--- src/rtl/nn_pkg.sv ---
// rtl/nn_pkg.sv - shared state encoding and limits for the layer sequencer
package nn_pkg;

  localparam int STAGE_W     = 3;
  localparam int CLASS_W_DEF = 4;
  localparam int MAX_LAYERS  = 16;

  typedef enum logic [STAGE_W-1:0] {
    ST_IDLE   = 3'd0,
    ST_MM     = 3'd1,
    ST_RELU   = 3'd2,
    ST_ARGMAX = 3'd3,
    ST_DONE   = 3'd4,
    ST_ERROR  = 3'd5
  } state_t;

  // Stages during which an engine is running and the watchdog/latency counters advance
  function automatic logic is_busy(input state_t s);
    return (s == ST_MM) || (s == ST_RELU) || (s == ST_ARGMAX);
  endfunction

endpackage

--- src/rtl/stage_watchdog.sv ---
// rtl/stage_watchdog.sv - per-stage cycle counter with timeout flag
module stage_watchdog #(
  parameter int TIMEOUT = 2_000_000
) (
  input  logic clk,
  input  logic resetn,
  input  logic clear,
  input  logic enable,
  output logic timeout
);

  localparam int            CW    = $clog2(TIMEOUT);
  localparam logic [CW-1:0] LIMIT = CW'(TIMEOUT - 1);

  logic [CW-1:0] count;

  // Count cycles spent in the current stage; parks at the limit once reached
  always_ff @(posedge clk or negedge resetn) begin
    if (!resetn) begin
      count <= '0;
    end else if (clear) begin
      count <= '0;
    end else if (enable && !timeout) begin
      count <= count + CW'(1);
    end
  end

  assign timeout = enable && (count == LIMIT);

endmodule

--- src/rtl/nn_layer_sequencer.sv ---
// rtl/nn_layer_sequencer.sv - MM/ReLU/argmax stage sequencer with watchdog and latency counter
module nn_layer_sequencer
  import nn_pkg::*;
#(
  parameter int                    NUM_LAYERS = 4,
  parameter logic [NUM_LAYERS-1:0] RELU_MASK  = 4'b0111,
  parameter int                    CLASS_W    = CLASS_W_DEF,
  parameter int                    TIMEOUT    = 2_000_000,
  localparam int                   LW         = (NUM_LAYERS > 1) ? $clog2(NUM_LAYERS) : 1
) (
  input  logic                  clk,
  input  logic                  resetn,
  input  logic                  start,
  input  logic                  abort,
  output logic [NUM_LAYERS-1:0] mm_start,
  input  logic [NUM_LAYERS-1:0] mm_done,
  output logic [NUM_LAYERS-1:0] relu_start,
  input  logic [NUM_LAYERS-1:0] relu_done,
  output logic                  argmax_start,
  input  logic                  argmax_done,
  input  logic [CLASS_W-1:0]    argmax_index,
  output logic                  busy,
  output logic                  done,
  output logic                  error,
  output logic [CLASS_W-1:0]    result,
  output logic [STAGE_W-1:0]    stage,
  output logic [LW-1:0]         layer,
  output logic [31:0]           cycles
);

  state_t                  state, state_next;
  logic [LW-1:0]           layer_next;
  logic [NUM_LAYERS-1:0]   mm_start_next, relu_start_next;
  logic                    argmax_start_next;
  logic                    enter;
  logic                    load_result;
  logic                    first_cycle;
  logic                    last_layer;
  logic                    timeout;

  stage_watchdog #(
    .TIMEOUT (TIMEOUT)
  ) u_watchdog (
    .clk     (clk),
    .resetn  (resetn),
    .clear   (enter),
    .enable  (busy),
    .timeout (timeout)
  );

  assign last_layer = (layer == LW'(NUM_LAYERS - 1));

  // Next-state, next-layer and start-pulse selection; abort overrides everything
  always_comb begin
    state_next        = state;
    layer_next        = layer;
    mm_start_next     = '0;
    relu_start_next   = '0;
    argmax_start_next = 1'b0;
    enter             = 1'b0;
    load_result       = 1'b0;
    // The start pulse marks the entry cycle; engine done is not trusted until after it
    first_cycle       = (|mm_start) || (|relu_start) || argmax_start;

    if (abort) begin
      state_next = ST_IDLE;
      layer_next = '0;
    end else begin
      case (state)
        ST_IDLE: begin
          if (start) begin
            state_next = ST_MM;
            layer_next = '0;
            enter      = 1'b1;
          end
        end
        ST_MM: begin
          if (!first_cycle && mm_done[layer]) begin
            enter = 1'b1;
            if (RELU_MASK[layer]) begin
              state_next = ST_RELU;
            end else if (last_layer) begin
              state_next = ST_ARGMAX;
            end else begin
              state_next = ST_MM;
              layer_next = layer + LW'(1);
            end
          end else if (timeout) begin
            state_next = ST_ERROR;
          end
        end
        ST_RELU: begin
          if (!first_cycle && relu_done[layer]) begin
            enter = 1'b1;
            if (last_layer) begin
              state_next = ST_ARGMAX;
            end else begin
              state_next = ST_MM;
              layer_next = layer + LW'(1);
            end
          end else if (timeout) begin
            state_next = ST_ERROR;
          end
        end
        ST_ARGMAX: begin
          if (!first_cycle && argmax_done) begin
            load_result = 1'b1;
            state_next  = ST_DONE;
          end else if (timeout) begin
            state_next = ST_ERROR;
          end
        end
        ST_DONE:  state_next = ST_IDLE;
        ST_ERROR: state_next = ST_ERROR;
        default: begin
          state_next = ST_IDLE;
          layer_next = '0;
        end
      endcase

      if (enter) begin
        case (state_next)
          ST_MM:     mm_start_next[layer_next]   = 1'b1;
          ST_RELU:   relu_start_next[layer_next] = 1'b1;
          ST_ARGMAX: argmax_start_next           = 1'b1;
          default:   ;
        endcase
      end
    end
  end

  // State, layer and registered one-cycle start pulses
  always_ff @(posedge clk or negedge resetn) begin
    if (!resetn) begin
      state        <= ST_IDLE;
      layer        <= '0;
      mm_start     <= '0;
      relu_start   <= '0;
      argmax_start <= 1'b0;
    end else begin
      state        <= state_next;
      layer        <= layer_next;
      mm_start     <= mm_start_next;
      relu_start   <= relu_start_next;
      argmax_start <= argmax_start_next;
    end
  end

  // Class index is captured only on a sampled argmax completion
  always_ff @(posedge clk or negedge resetn) begin
    if (!resetn) begin
      result <= '0;
    end else if (load_result) begin
      result <= argmax_index;
    end
  end

  // Latency from start acceptance, counting only engine-active cycles, saturating
  always_ff @(posedge clk or negedge resetn) begin
    if (!resetn) begin
      cycles <= '0;
    end else if (state == ST_IDLE && start && !abort) begin
      cycles <= '0;
    end else if (busy && !abort && cycles != 32'hFFFF_FFFF) begin
      cycles <= cycles + 32'd1;
    end
  end

  assign busy  = is_busy(state);
  assign done  = (state == ST_DONE);
  assign error = (state == ST_ERROR);
  assign stage = state;

endmodule

--- config.mk ---
export PLATFORM = sky130hd
export DESIGN_NAME = nn_layer_sequencer
export DESIGN_NICKNAME = d
export VERILOG_FILES = /design/src/rtl/nn_pkg.sv /design/src/rtl/stage_watchdog.sv /design/src/rtl/nn_layer_sequencer.sv
export SDC_FILE = /design/constraint.sdc
export NUM_CORES = 1
export LEC_CHECK = 0
export ABC_AREA = 0
export CAP_MARGIN = 20
export CORE_ASPECT_RATIO = 0.6
export CORE_UTILIZATION = 30
export CTS_CLUSTER_SIZE = 20
export DETAILED_ROUTE_END_ITERATION = 8
export PLACE_DENSITY = 0.48
export REMOVE_ABC_BUFFERS = 1
export SETUP_SLACK_MARGIN = 0.05
export SLEW_MARGIN = 40
export SYNTH_ARGS = -nofsm -noshare
export SYNTH_HDL_FRONTEND = slang
export SYNTH_SLANG_ARGS = --single-unit
--- constraint.sdc ---
create_clock -name clk -period 3.2 [get_ports clk]
set_clock_uncertainty 0.2 [all_clocks]
set_input_delay 0.32 -clock clk [delete_from_list [all_inputs] [get_ports clk]]
set_output_delay 0.32 -clock clk [all_outputs]
set_load 0.1 [all_outputs]
==> impl_metrics.env <==
export IMPL_hold_depth=1
export IMPL_crit_required_ns=3.22
export IMPL_nets=506
export IMPL_crit_type="reg -> reg"
export IMPL_num_antenna_cells=0
export IMPL_worst_pin_slew_ns=0.711
export IMPL_design_area_mm2=0.00501
export IMPL_drc=0
export IMPL_initial_core_util_pct=31.7
export IMPL_irDropWorstVdd_v=0.000268
export IMPL_drv_slew=0
export IMPL_grt_pass1_wl_um=16700
export IMPL_setup_viol=0
export IMPL_status="finished, final reports clean"
export IMPL_fmax_ghz=0.369
export IMPL_antenna_found_initial=0
export IMPL_place_congestion=0.808
export IMPL_core_mm2=0.0124
export IMPL_synth_cells=411
export IMPL_min_period_ns=2.71
export IMPL_cts_htree_levels=3
export IMPL_yosys_warnings=0
export IMPL_layout_common_cells="dfrtp_1 (71), buf_4 (59), nor2_1 (55)"
export IMPL_grt_max_degree=72
export IMPL_port_buffers=69
export IMPL_syn_mean_instance_area_um2=9.58
export IMPL_path_max_fanout=33
export IMPL_period_share_pct=84.8
export IMPL_yosysSeqAreaShare_pct=45.1
export IMPL_placed_area_mm2=0.00469
export IMPL_die_x_um=150
export IMPL_drtIter0Drc=163
export IMPL_dp_final_hpwl_um=7060
export IMPL_wirelength_um=9910
export IMPL_vias=3278
export IMPL_area_delta_synth_final_pct=27.3
export IMPL_cap_violations=0
export IMPL_layout_commonest_cell="dfrtp_1"
export IMPL_overflow=0
export IMPL_async_flop_share_pct=100
export IMPL_power_mw=2.37
export IMPL_layout_drive_gt1_share_pct=23.2
export IMPL_synth_flop_cell="dfrtp_1"
export IMPL_cp_arrival_ns=2.73
export IMPL_pwr_density_cell_mw_per_mm2=473
export IMPL_cts_sinks=71
export IMPL_reg2reg_depth=8
export IMPL_setup_worst_path_end_class="register"
export IMPL_grt_pass1_vias=3151
export IMPL_rows=31
export IMPL_clk_transition_reported_paths_ns=0.06
export IMPL_cts_root_buf="clkbuf_16"
export IMPL_io_pins=70
export IMPL_leakage_nw=2.07
export IMPL_ant_nets=0
export IMPL_cts_buffers=9
export IMPL_cts_tree="built"
export IMPL_track_usage_pct=15.7
export IMPL_cts_resized=0
export IMPL_clockBufferDepth=2
export IMPL_worstSkewPairLatency_ns=0.33
export IMPL_postCtsSetupBuffers=0
export IMPL_first_pass_iters=6
export IMPL_cts_hold_buffers_added=1
export IMPL_hold_viol=0
export IMPL_synth_cell_types=58
export IMPL_max_slew_margin_rel_pct=52.4
export IMPL_ys_seq_elements=71
export IMPL_startpoint_type="register"
export IMPL_vias_per_cell=4.99
export IMPL_dieArea_mm2=0.0136
export IMPL_wl_per_cell_um=15.1
export IMPL_synth_cell_area_mm2=0.00394
export IMPL_synth_edf_count=0
export IMPL_hold_path_class="reg -> reg"
export IMPL_rsz0062_at_grt="no"
export IMPL_die_h_um=90.8
cells by family (layout without fill, tap and decap cells):
group,Yosys count,count (layout),share of synthesized area [%]
fa+ha+maj,2,2,0.635
mux,6,6,2.29
simple gates,224,224,31.7
buf+inv,26,107,3.30
flops,71,71,45.1
compound gates,39,39,7.50
other cells,1,1,0.0952
xor+xnor,42,42,9.34
Yosys cell counts (2+ instances only):
library cell | number | share of area (%)
mux4_2 | 2 | 1.1
dfrtp_1 | 71 | 45
o211ai_1 | 2 | 0.38
and3_1 | 11 | 1.7
a31oi_1 | 2 | 0.32
nand3_1 | 23 | 2.9
a21oi_1 | 10 | 1.3
nor2b_1 | 4 | 0.64
and4_1 | 4 | 0.89
nor4_2 | 3 | 0.95
buf_6 | 4 | 1.1
xnor2_1 | 33 | 7.3
nor4_4 | 2 | 1.1
nand4_1 | 16 | 2.5
nand2b_1 | 2 | 0.32
and2_1 | 3 | 0.48
nor3b_1 | 4 | 0.76
ha_1 | 2 | 0.64
nor2_1 | 55 | 5.2
nor4_1 | 9 | 1.4
xor2_1 | 9 | 2.0
nor4b_1 | 5 | 1.1
inv_1 | 13 | 1.2
o21ai_0 | 8 | 1.0
nor2_2 | 15 | 2.4
mux2_2 | 4 | 1.1
nand2_1 | 31 | 3.0
or3_1 | 8 | 1.3
nor3_1 | 19 | 2.4
clkbuf_1 | 4 | 0.38
o21a_1 | 3 | 0.57
buf_1 | 3 | 0.29
buf_2 | 2 | 0.25
worst max-delay path: stages, from the launching register on:
cell and delay [ns]:
dfrtp_1 0.38, ha_1 0.22, and4_1 0.27, nand4_1 0.20, nor4_2 0.53, o32ai_4 0.21
nor4_4 0.22, buf_12 0.25, o21bai_1 0.10
area by class of cell:
| cell class | count | area, um^2 |
|---|---|---|
| clock inverters | 5 | 56.3 |
| multi-input cells | 314 | 2030 |
| well taps | 165 | 206 |
| inverters | 13 | 48.8 |
| repair buffers | 78 | 639 |
| clock buffers | 11 | 253 |
| flip-flops and latches | 71 | 1780 |
| fillers | 1247 | 7400 |
registers in the layout, summed over array words and instances, names as in the netlist:
name,flops
cycles,32
u_watchdog.count,21
mm_start,4
relu_start,4
result,4
stage,3
layer,2
argmax_start,1
per-layer routing:
| layer | track usage (%) | part of all wire [%] | up-vias |
|---|---|---|---|
| met4 | 3.45 | 0.59 | 0 |
| met3 | 4.55 | 4.7 | 6 |
| li1 | - | - | 1607 |
| met2 | 21.0 | 41 | 73 |
| met5 | 0 | 0 | - |
| met1 | 24.2 | 54 | 1592 |
where the power goes:
| part | switching, mW | leakage, nW | internal, mW | total, mW |
|---|---|---|---|---|
| logic | 0.259 | 0.940 | 0.106 | 0.365 |
| clock network | 0.395 | 0.152 | 0.645 | 1.04 |
| registers | 0.0380 | 0.983 | 0.930 | 0.968 |
| total | 0.692 | 2.07 | 1.68 | 2.37 |
path summary, 6_finish.rpt:
kind                                     start                   to  slack, ns
hold reg to reg                      result[3]            result[3]       0.31
max in group asynchronous               resetn  u_watchdog.count[7]       1.90
setup reg to reg           u_watchdog.count[0]            cycles[0]       0.49
min in group asynchronous               resetn           cycles[21]       0.42
hold / removal                       result[3]            result[3]       0.31
setup / recovery           u_watchdog.count[0]            cycles[0]       0.49
metrics by stage:
| stage | hold slack [ns] | utilization [%] | instances | TNS (ns) | setup slack [ns] |
|---|---|---|---|---|---|
| final | 0.312 | 40.4 | 657 | 0 | 0.487 |
| after global routing | 0.332 | 40.4 | 657 | 0 | 0.246 |
| after CTS | 0.316 | 40.4 | 657 | 0 | 0.448 |
| after detailed placement | 0.286 | 37.8 | 640 | 0 | 0.396 |
| after global placement | 0.291 | 37.8 | 640 | 0 | 0.398 |
| after floorplan | -0.176 | - | 398 | -35.42 | -0.968 |
No activity file was read; power rests on OpenSTA's default activity.
